$ cat src/rtl/cache_fill_ctrl_pkg.sv
// Shared definitions for the cache fill controller.
// Holds the geometry of the I/D data arrays, the FSM state encoding,
// the side-select encoding and the block-base address helper.
package cache_fill_ctrl_pkg;

    localparam int WORDS  = 8;              // words per block == fill beats
    localparam int NBLK   = 128;            // blocks per data array
    localparam int OFF_W  = 4;              // byte offset bits inside a block
    localparam int ADDR_W = 16;
    localparam int DATA_W = 16;
    localparam int BLK_W  = $clog2(NBLK);
    localparam int WORD_W = $clog2(WORDS);
    localparam int CNT_W  = 4;              // issue/receive counters, saturate at WORDS

    localparam logic SEL_I = 1'b0;
    localparam logic SEL_D = 1'b1;

    typedef enum logic [1:0] {
        ST_IDLE = 2'd0,
        ST_FILL = 2'd1,
        ST_DONE = 2'd2
    } state_e;

    // Block-aligned byte address: drop the in-block offset.
    function automatic logic [ADDR_W-1:0] blk_base(input logic [ADDR_W-1:0] addr);
        return {addr[ADDR_W-1:OFF_W], {OFF_W{1'b0}}};
    endfunction

endpackage

$ cat src/rtl/cache_fill_ctrl_if.sv
// Bus bundle between the fill controller, the two caches, the shared
// memory and the data/tag arrays.
//   I/D miss side : *_miss, *_addr, *_blk in;  *_done out
//   memory side   : mem_en, mem_addr out;       mem_data, mem_valid in
//   array side    : arr_sel, arr_we, arr_data, arr_blk_en, arr_word_en, tag_we out
//   status        : busy out
// master = the controller, slave = everything around it.
interface cache_fill_ctrl_if;

    logic                                      i_miss;
    logic [cache_fill_ctrl_pkg::ADDR_W-1:0]    i_addr;
    logic [cache_fill_ctrl_pkg::BLK_W-1:0]     i_blk;
    logic                                      i_done;
    logic                                      d_miss;
    logic [cache_fill_ctrl_pkg::ADDR_W-1:0]    d_addr;
    logic [cache_fill_ctrl_pkg::BLK_W-1:0]     d_blk;
    logic                                      d_done;
    logic                                      mem_en;
    logic [cache_fill_ctrl_pkg::ADDR_W-1:0]    mem_addr;
    logic [cache_fill_ctrl_pkg::DATA_W-1:0]    mem_data;
    logic                                      mem_valid;
    logic                                      arr_sel;
    logic                                      arr_we;
    logic [cache_fill_ctrl_pkg::DATA_W-1:0]    arr_data;
    logic [cache_fill_ctrl_pkg::NBLK-1:0]      arr_blk_en;
    logic [cache_fill_ctrl_pkg::WORDS-1:0]     arr_word_en;
    logic                                      tag_we;
    logic                                      busy;

    modport master (
        input  i_miss, i_addr, i_blk, d_miss, d_addr, d_blk, mem_data, mem_valid,
        output i_done, d_done, mem_en, mem_addr, arr_sel, arr_we, arr_data,
               arr_blk_en, arr_word_en, tag_we, busy
    );

    modport slave (
        output i_miss, i_addr, i_blk, d_miss, d_addr, d_blk, mem_data, mem_valid,
        input  i_done, d_done, mem_en, mem_addr, arr_sel, arr_we, arr_data,
               arr_blk_en, arr_word_en, tag_we, busy
    );

endinterface

$ cat src/rtl/cache_fill_ctrl_onehot_dec.sv
// Binary index to one-hot decoder.
//   idx_i : IW-bit index
//   oh_o  : N-bit one-hot, bit idx_i set
module onehot_dec #(
    parameter int N  = 8,
    parameter int IW = (N > 1) ? $clog2(N) : 1
) (
    input  logic [IW-1:0] idx_i,
    output logic [N-1:0]  oh_o
);

    always_comb begin
        oh_o        = '0;
        oh_o[idx_i] = 1'b1;
    end

endmodule

$ cat src/rtl/cache_fill_ctrl.sv
// Miss handler for the I- and D-cache data arrays.
// Arbitrates I/D misses (round-robin on a tie) onto the shared memory,
// issues one word read per cycle for the granted block, writes each
// returning beat into the granted array, then pulses tag_we and the
// matching done for one cycle.
//   clk, rst_n : clock, asynchronous active-low reset
//   bus        : cache_fill_ctrl_if.master (miss, memory, array signals)
module cache_fill_ctrl
    import cache_fill_ctrl_pkg::*;
(
    input  logic              clk,
    input  logic              rst_n,
    cache_fill_ctrl_if.master bus
);

    localparam logic [CNT_W-1:0] CNT_LAST = CNT_W'(WORDS - 1);
    localparam logic [CNT_W-1:0] CNT_FULL = CNT_W'(WORDS);

    state_e             state_q;
    logic               sel_q;
    logic               last_q;        // side served most recently
    logic [ADDR_W-1:0]  base_q;
    logic [BLK_W-1:0]   blk_q;
    logic [CNT_W-1:0]   issue_cnt_q;
    logic [CNT_W-1:0]   recv_cnt_q;
    logic               mem_en_q;
    logic [ADDR_W-1:0]  mem_addr_q;
    logic               tag_we_q;
    logic               i_done_q;
    logic               d_done_q;
    logic               busy_q;

    // Arbitration: a lone request wins; on a tie the side not served last wins.
    logic               req_any;
    logic               gnt_sel;
    logic [ADDR_W-1:0]  gnt_base;
    logic [BLK_W-1:0]   gnt_blk;

    always_comb begin
        req_any  = bus.i_miss | bus.d_miss;
        gnt_sel  = (bus.i_miss && bus.d_miss) ? ~last_q : bus.d_miss;
        gnt_base = gnt_sel ? blk_base(bus.d_addr) : blk_base(bus.i_addr);
        gnt_blk  = gnt_sel ? bus.d_blk : bus.i_blk;
    end

    logic [CNT_W-1:0] issue_nxt;
    assign issue_nxt = issue_cnt_q + CNT_W'(1);

    always_ff @(posedge clk or negedge rst_n) begin
        if (!rst_n) begin
            state_q     <= ST_IDLE;
            sel_q       <= SEL_I;
            last_q      <= SEL_I;
            base_q      <= '0;
            blk_q       <= '0;
            issue_cnt_q <= '0;
            recv_cnt_q  <= '0;
            mem_en_q    <= 1'b0;
            mem_addr_q  <= '0;
            tag_we_q    <= 1'b0;
            i_done_q    <= 1'b0;
            d_done_q    <= 1'b0;
            busy_q      <= 1'b0;
        end else begin
            case (state_q)
                ST_IDLE: begin
                    if (req_any) begin
                        state_q     <= ST_FILL;
                        sel_q       <= gnt_sel;
                        base_q      <= gnt_base;
                        blk_q       <= gnt_blk;
                        issue_cnt_q <= '0;
                        recv_cnt_q  <= '0;
                        // First word is issued in the first FILL cycle.
                        mem_en_q    <= 1'b1;
                        mem_addr_q  <= gnt_base;
                        busy_q      <= 1'b1;
                    end
                end
                ST_FILL: begin
                    if (mem_en_q && issue_cnt_q != CNT_FULL) begin
                        issue_cnt_q <= issue_nxt;
                        if (issue_nxt < CNT_FULL) begin
                            mem_addr_q <= base_q + ADDR_W'({issue_nxt, 1'b0});
                        end else begin
                            mem_en_q   <= 1'b0;
                            mem_addr_q <= '0;
                        end
                    end
                    if (bus.mem_valid && recv_cnt_q != CNT_FULL) begin
                        recv_cnt_q <= recv_cnt_q + CNT_W'(1);
                        if (recv_cnt_q == CNT_LAST) begin
                            state_q  <= ST_DONE;
                            tag_we_q <= 1'b1;
                            i_done_q <= ~sel_q;
                            d_done_q <= sel_q;
                        end
                    end
                end
                ST_DONE: begin
                    state_q  <= ST_IDLE;
                    tag_we_q <= 1'b0;
                    i_done_q <= 1'b0;
                    d_done_q <= 1'b0;
                    busy_q   <= 1'b0;
                    last_q   <= sel_q;
                end
                default: state_q <= ST_IDLE;
            endcase
        end
    end

    // Array write path follows the returning beat combinationally so the
    // word lands in the same cycle memory presents it.
    logic              beat;
    logic [NBLK-1:0]   blk_oh;
    logic [WORDS-1:0]  word_oh;

    assign beat = (state_q == ST_FILL) && bus.mem_valid;

    onehot_dec #(.N(NBLK))  u_blk_dec  (.idx_i(blk_q),                      .oh_o(blk_oh));
    onehot_dec #(.N(WORDS)) u_word_dec (.idx_i(recv_cnt_q[WORD_W-1:0]),     .oh_o(word_oh));

    assign bus.arr_we      = beat;
    assign bus.arr_data    = beat ? bus.mem_data : '0;
    assign bus.arr_word_en = beat ? word_oh : '0;
    assign bus.arr_blk_en  = (beat || state_q == ST_DONE) ? blk_oh : '0;
    assign bus.arr_sel     = sel_q;
    assign bus.mem_en      = mem_en_q;
    assign bus.mem_addr    = mem_addr_q;
    assign bus.tag_we      = tag_we_q;
    assign bus.i_done      = i_done_q;
    assign bus.d_done      = d_done_q;
    assign bus.busy        = busy_q;

endmodule

$ cat src/flat_wrapper.sv
// flat-port wrapper written by rule: the top's interface ports become plain ports
module cache_fill_ctrl_flat import cache_fill_ctrl_pkg::*;
  (clk, rst_n, bus_i_miss, bus_i_addr, bus_i_blk, bus_d_miss, bus_d_addr, bus_d_blk, bus_mem_data, bus_mem_valid, bus_i_done, bus_d_done, bus_mem_en, bus_mem_addr, bus_arr_sel, bus_arr_we, bus_arr_data, bus_arr_blk_en, bus_arr_word_en, bus_tag_we, bus_busy);
  cache_fill_ctrl_if bus_i ();
  input  logic clk;
  input  logic rst_n;
  input wire logic [$bits(bus_i.i_miss)-1:0] bus_i_miss;
  input wire logic [$bits(bus_i.i_addr)-1:0] bus_i_addr;
  input wire logic [$bits(bus_i.i_blk)-1:0] bus_i_blk;
  input wire logic [$bits(bus_i.d_miss)-1:0] bus_d_miss;
  input wire logic [$bits(bus_i.d_addr)-1:0] bus_d_addr;
  input wire logic [$bits(bus_i.d_blk)-1:0] bus_d_blk;
  input wire logic [$bits(bus_i.mem_data)-1:0] bus_mem_data;
  input wire logic [$bits(bus_i.mem_valid)-1:0] bus_mem_valid;
  output wire logic [$bits(bus_i.i_done)-1:0] bus_i_done;
  output wire logic [$bits(bus_i.d_done)-1:0] bus_d_done;
  output wire logic [$bits(bus_i.mem_en)-1:0] bus_mem_en;
  output wire logic [$bits(bus_i.mem_addr)-1:0] bus_mem_addr;
  output wire logic [$bits(bus_i.arr_sel)-1:0] bus_arr_sel;
  output wire logic [$bits(bus_i.arr_we)-1:0] bus_arr_we;
  output wire logic [$bits(bus_i.arr_data)-1:0] bus_arr_data;
  output wire logic [$bits(bus_i.arr_blk_en)-1:0] bus_arr_blk_en;
  output wire logic [$bits(bus_i.arr_word_en)-1:0] bus_arr_word_en;
  output wire logic [$bits(bus_i.tag_we)-1:0] bus_tag_we;
  output wire logic [$bits(bus_i.busy)-1:0] bus_busy;
  assign bus_i.i_miss = bus_i_miss;
  assign bus_i.i_addr = bus_i_addr;
  assign bus_i.i_blk = bus_i_blk;
  assign bus_i.d_miss = bus_d_miss;
  assign bus_i.d_addr = bus_d_addr;
  assign bus_i.d_blk = bus_d_blk;
  assign bus_i.mem_data = bus_mem_data;
  assign bus_i.mem_valid = bus_mem_valid;
  assign bus_i_done = bus_i.i_done;
  assign bus_d_done = bus_i.d_done;
  assign bus_mem_en = bus_i.mem_en;
  assign bus_mem_addr = bus_i.mem_addr;
  assign bus_arr_sel = bus_i.arr_sel;
  assign bus_arr_we = bus_i.arr_we;
  assign bus_arr_data = bus_i.arr_data;
  assign bus_arr_blk_en = bus_i.arr_blk_en;
  assign bus_arr_word_en = bus_i.arr_word_en;
  assign bus_tag_we = bus_i.tag_we;
  assign bus_busy = bus_i.busy;
  cache_fill_ctrl u_core (.clk(clk), .rst_n(rst_n), .bus(bus_i));
endmodule
$ cat config.mk
export PLATFORM = sky130hd
export DESIGN_NAME = cache_fill_ctrl_flat
export DESIGN_NICKNAME = d
export VERILOG_FILES = /design/src/rtl/cache_fill_ctrl_pkg.sv /design/src/rtl/cache_fill_ctrl_if.sv /design/src/rtl/cache_fill_ctrl_onehot_dec.sv /design/src/rtl/cache_fill_ctrl.sv /design/src/flat_wrapper.sv
export SDC_FILE = /design/constraint.sdc
export NUM_CORES = 1
export LEC_CHECK = 0
export CAP_MARGIN = 20
export CORE_ASPECT_RATIO = 1.75
export CORE_MARGIN = 2
export CORE_UTILIZATION = 39
export DETAILED_ROUTE_END_ITERATION = 10
export PLACE_DENSITY = 0.88
export SETUP_SLACK_MARGIN = 0.15
export SLEW_MARGIN = 20
export SYNTH_ARGS = -nofsm -noshare
export SYNTH_HDL_FRONTEND = slang
export SYNTH_SLANG_ARGS = --single-unit
$ cat constraint.sdc
create_clock -name clk -period 3 [get_ports clk]
set_input_delay 0.45 -clock clk [delete_from_list [all_inputs] [get_ports clk]]
set_output_delay 0.45 -clock clk [all_outputs]
set_load 0.05 [all_outputs]
==> impl_metrics.ini, run 1 <==
[run_status]
status = completed

[drt]
vias_per_cell = 5.75
routed_wl_um = 17100
drt_first_pass_iters = 5
routedWlPerCell_um = 21.3
first_iter_violations = 353
via_count = 4627
ant_nets = 0
drc = 0

[power_and_ir_drop]
internal_power_mw = 2.43
p_sw_share_pct = 51.8
vdd_drop_max_uv = 541
p_clk_share_pct = 11.5
powerDensity_nw_per_um2 = 678
pwr-share-seq_pct = 26.6
finalPower_mw = 5.04
combPwrFrac_pct = 61.9
switchingPower_mw = 2.61
leakage_nw = 3.03

[layout]
utilization_pct = 85.3
fin_area_um2 = 7440
instances_no_fill = 804
syn2layout_area_growth_pct = 111
final_nets = 761
num_antenna_cells = 0
drive_above_1_share_pct = 28.2

[floorplanning]
initial_core_util_pct = 40.4
die_x_um = 75.9
placementRows = 45
core-area_um2 = 8730
io_pins = 242
die_h_um = 130
die_area_um2 = 9850

[global_routing]
met1_usage_pct = 31.9
grt-busiest-layer = met2
overflow = 0
use_met3_pct = 7.34
track_usage_pct = 34.3
grt.met2_usage_pct = 63.4
grt_antenna_before_repair = 0
grt_max_degree = 52
grt_pass1_vias = 4710
grt_pass1_wl_um = 25400

[timing]
slew_violations = 0
fmax_ghz = 0.355
setup_viol = 0
worst_pin_slew_ps = 708
hold_viol_final = 0
grt_setup_unrepaired = yes
setup-tns-final_ps = 0
fin_ws_ps = 185
hold_ws_ps = 180
max_slew_margin_pct = 52.4
final.period_utilization_pct = 93.8
finClkSkew_ps = 4.79
finalCriticalPeriod_ps = 2810

[cts]
cts_tree = done
insertion_delay_ps = 290
clockRootBuffer = clkbuf_16
cts-htree-levels = 2
clockBufferDepth = 2
clk_pin_slew_worst_paths_ps = 70
clkSinkCount = 51
cts_made_buffers = 5
hold_buffers = 0

[synth]
synth_area_per_cell_um2 = 7.57
syn_nets = 541
synthArstFlopShare_pct = 100
synth_cells = 466
synth_top_area_share_pct = 36.2
synth_common_cells = 149 x nor2_1, 51 x dfrtp_1, 45 x nand2_1
synth_top_cell_by_area = dfrtp_1
ys_warn_count = 0
synth-seq-area-share_pct = 36.2
synth_edf_count = 0
synthTopCellsByArea = dfrtp_1 36%, nor2_1 16%, mux2i_1 5.4%
synth_cell_types = 47
synth_ff_type = dfrtp_1
syn_area_um2 = 3530
synth_most_common_cell = nor2_1
ys_seq_elements = 51

[place]
globalplace.congestion = 0.895
dp_worst_setup_slack_ps = 128
dpl_cell_area_um2 = 7270
port_buffers = 232
hpwlAfterDp_um = 13900
dp_cells = 796

[critical_path]
crit_slowest_cell = nand2b_1
crit_family = simple AND/OR/NAND/NOR gates
slowest_delay_ps = 400
cp.required_ps = 2550
critPathBufInv = 2
path_class = flop to output pin
cp_num_cells = 6
cp_cell_sequence = inv_1 > ha_1 > nand2b_2 > nand2b_1 > nor2_1 > buf_12
cp-end-kind = output pin
crit_arrival_ps = 2360
crit_fanout = 13
reg2reg_depth = 8
critPathLaunchType = flop

[hold_path]
hp-class = input port to asynchronous set/reset pin

[job]
cap_violations = 0
## flip-flops by register name, indices dropped and copies added (netlist names)
register / cells
u_core.bus.d_done: 1
u_core.issue_cnt_q: 4
u_core.bus.mem_addr: 15
u_core.state_q: 2
u_core.bus.arr_sel: 1
u_core.last_q: 1
u_core.bus.mem_en: 1
u_core.recv_cnt_q: 4
u_core.bus.i_done: 1
u_core.blk_q: 7
u_core.base_q: 12
u_core.bus.busy: 1
u_core.bus.tag_we: 1
## routing by layer
metal,up-vias,part of all wire [%]
met5,-,0
met4,0,6.9
met3,73,9.4
met2,342,54
met1,2205,30
li1,2007,-
## path summary, 6_finish.rpt
check	startpoint	slack, ps	end
min	rst_n	180	u_core.bus.mem_addr[5]
max in group asynchronous	rst_n	2390	u_core.bus.tag_we
min in group clk	u_core.bus.i_done	510	u_core.bus.i_done
max reg2reg	u_core.issue_cnt_q[0]	530	u_core.bus.mem_addr[14]
min reg2reg	u_core.bus.i_done	510	u_core.bus.i_done
max	u_core.state_q[0]	190	bus_arr_blk_en[92]
## placed cells by master, fill, tap and decap left out, types with 11 or more instances in the layout
cell type	n
nand2_1	43
a221o_1	12
mux2i_1	19
dfrtp_1	51
and3_1	16
nand3_1	11
nor2_1	149
clkdlybuf4s50_1	78
o21ai_0	28
buf_12	136
buf_4	31
## layout make-up
class / count / area, µm²
clock buffer: 7 / 143
clock inverter: 1 / 8.76
fill: 402 / 1290
inverter: 10 / 37.5
multi-input combinational: 373 / 2090
sequential: 51 / 1280
tap: 117 / 146
timing repair buffer: 245 / 3740
## power by group through the flow
stage | registers, mW | logic (mW) | clock network [mW]
finish | 1.34 | 3.12 | 0.578
global route | 1.38 | 3.31 | 0.606
CTS | 1.33 | 3.09 | 0.580
detailed placement | 1.33 | 3.07 | 0
global placement | 1.29 | 2.91 | 0
floorplan | 1.61 | 1.68 | 0
## kinds of logic after synthesis
| logic type | synth area share (%) |
|---|---|
| and+or+nand+nor | 33.5 |
| AOI/OAI and AO/OA | 13.4 |
| DFF | 36.2 |
| buffers and inverters | 5.46 |
| muxes | 6.67 |
| adders and majority gates | 2.84 |
| xor gates and xnor gates | 1.74 |
| other | 0.106 |
## repair_timing
item,in CTS,in global routing
cloned,0,0
buffers inserted,0,0
endpoints found under the setup margin,62,46
gates resized for setup,1,4
Note: power is estimated with default switching activity, not from simulation.
==> run 2, diff against run 1 <==
RECOVER_POWER = 50   (was not set)
==> run 2 against run 1 <==
Global-route usage unchanged. Critical path type unchanged. Largest cell class unchanged. First-iteration DRC count is 10% higher. Clock skew is essentially flat. Sequential share of layout area rose by 0.50 points.
==> impl_metrics.ini, run 2 (synthesis gave the netlist of run 1 again) <==
[run_status]
status = completed

[critical_path]
cp_num_cells = 6
path_class = flop to output pin
critPathLaunchType = flop
crit_arrival_ps = 2390
crit_fanout = 13
cp.required_ps = 2550
crit_family = simple AND/OR/NAND/NOR gates
cp-end-kind = output pin
critPathBufInv = 2
crit_slowest_cell = nand2b_1
cp_cell_sequence = inv_1 > ha_1 > nand2b_2 > nand2b_1 > nor2_1 > buf_12
slowest_delay_ps = 400
reg2reg_depth = 7

[drt]
routedWlPerCell_um = 21.2
vias_per_cell = 5.75
via_count = 4624
routed_wl_um = 17000
first_iter_violations = 389
ant_nets = 0
drc = 0
drt_first_pass_iters = 6

[layout]
largest_register_ffs = 15
syn2layout_area_growth_pct = 105
drive_above_1_share_pct = 23.6
final_nets = 761
num_antenna_cells = 0
n_fill_cell = 455
final_common_cell = nor2_1
final_cell_mix = 149 x nor2_1, 130 x buf_12, 56 x clkdlybuf4s50_1
utilization_pct = 82.9
instances_no_fill = 804

[timing]
setup_viol = 0
finalCriticalPeriod_ps = 2840
max_slew_margin_pct = 16.2
final.period_utilization_pct = 94.5
slew_violations = 0
hold_viol_final = 0
worst_pin_slew_ps = 1260
grt_setup_unrepaired = yes
fmax_ghz = 0.353
setup-tns-final_ps = 0
finClkSkew_ps = 5.17

[job]
cap_violations = 0

[cts]
clkSinkCount = 51
insertion_delay_ps = 290
clockBufferDepth = 2
post_cts.repair.setup_buffers = 0
cts-htree-levels = 2
cts_made_buffers = 5
clockRootBuffer = clkbuf_16
cts_tree = done
clk_pin_slew_worst_paths_ps = 70

[floorplanning]
die_x_um = 75.9
core-area_um2 = 8730
die_area_um2 = 9850
initial_core_util_pct = 40.4
io_pins = 242
placementRows = 45
die_h_um = 130

[place]
globalplace.congestion = 0.895
dp_cells = 796
port_buffers = 232
hpwlAfterDp_um = 13900

[power_and_ir_drop]
powerDensity_nw_per_um2 = 679
vdd_drop_max_uv = 527
finalPower_mw = 4.91
leakage_nw = 2.91

[hold_path]
hp-class = input port to asynchronous set/reset pin

[global_routing]
overflow = 0
grt_antenna_before_repair = 0
grt_pass1_vias = 4710
grt_max_degree = 52
grt_pass1_wl_um = 25400
track_usage_pct = 34.3
## run 2: cell count changes in the layout (fill, tap and decap cells not counted), moves of 6 or more
| cell | before | now |
|---|---|---|
| clkbuf_1 | 1 | 28 |
| buf_4 | 31 | 9 |
| clkdlybuf4s50_1 | 78 | 56 |
| dlygate4sd3_1 | 0 | 22 |
| buf_12 | 136 | 130 |
## run 2: layer usage
layer  GRT usage [%]  share of wire (%)  up-vias
met1            31.9                 30     2202
li1                -                  -     2006
met3            7.34                9.1       78
met4            22.5                6.8        0
met5               0                  0        -
met2            63.4                 54      338
## run 2: repair_timing
action                     CTS  global route
hold buffers                 0             0
gates resized for setup      1             4
setup endpoints to repair   62            46
## run 2: stage by stage
step           setup WS (ps)  hold slack [ps]  instance area (µm²)
4_1_cts                  200              410                 7430
3_5_place_dp             128              502                 7270
3_3_place_gp             223              468                 7270
2_1_floorplan            253              154                 3540
6_report                 164              415                 7230
5_1_grt                 79.4              532                 7230
## run 2: worst paths after layout
kind / startpoint / end / slack (ps)
max: u_core.state_q[0] / bus_arr_blk_en[92] / 160
min: rst_n / u_core.bus.mem_addr[5] / 410
max reg2reg: u_core.state_q[1] / u_core.bus.mem_addr[15] / 290
min reg2reg: u_core.bus.i_done / u_core.bus.i_done / 510
max in group asynchronous: rst_n / u_core.bus.tag_we / 1840
min in group clk: u_core.bus.i_done / u_core.bus.i_done / 510
## run 2: final cells by class
type,instances,area [µm²],share of cell area (%)
clock buffers,7,143,1.97
clock inverters,1,8.76,0.121
inverters,10,37.5,0.519
multi-input cells,373,2060,28.5
flip-flops and latches,51,1280,17.7
well taps,117,146,2.02
repair buffers,245,3560,49.2
## run 2: power by group
group          leakage (nW)  internal (mW)  switching, mW
Combinational          2.21          0.984           2.01
Sequential            0.629          0.995          0.339
Clock                0.0741          0.334          0.241
## run 2: worst register-to-register path, cell delays in order (launching register included)
cell	delay, ps
dfrtp_1	380
inv_1	110
ha_1	180
buf_4	250
inv_1	90
a21oi_1	570
or2_1	600
mux2_2	420
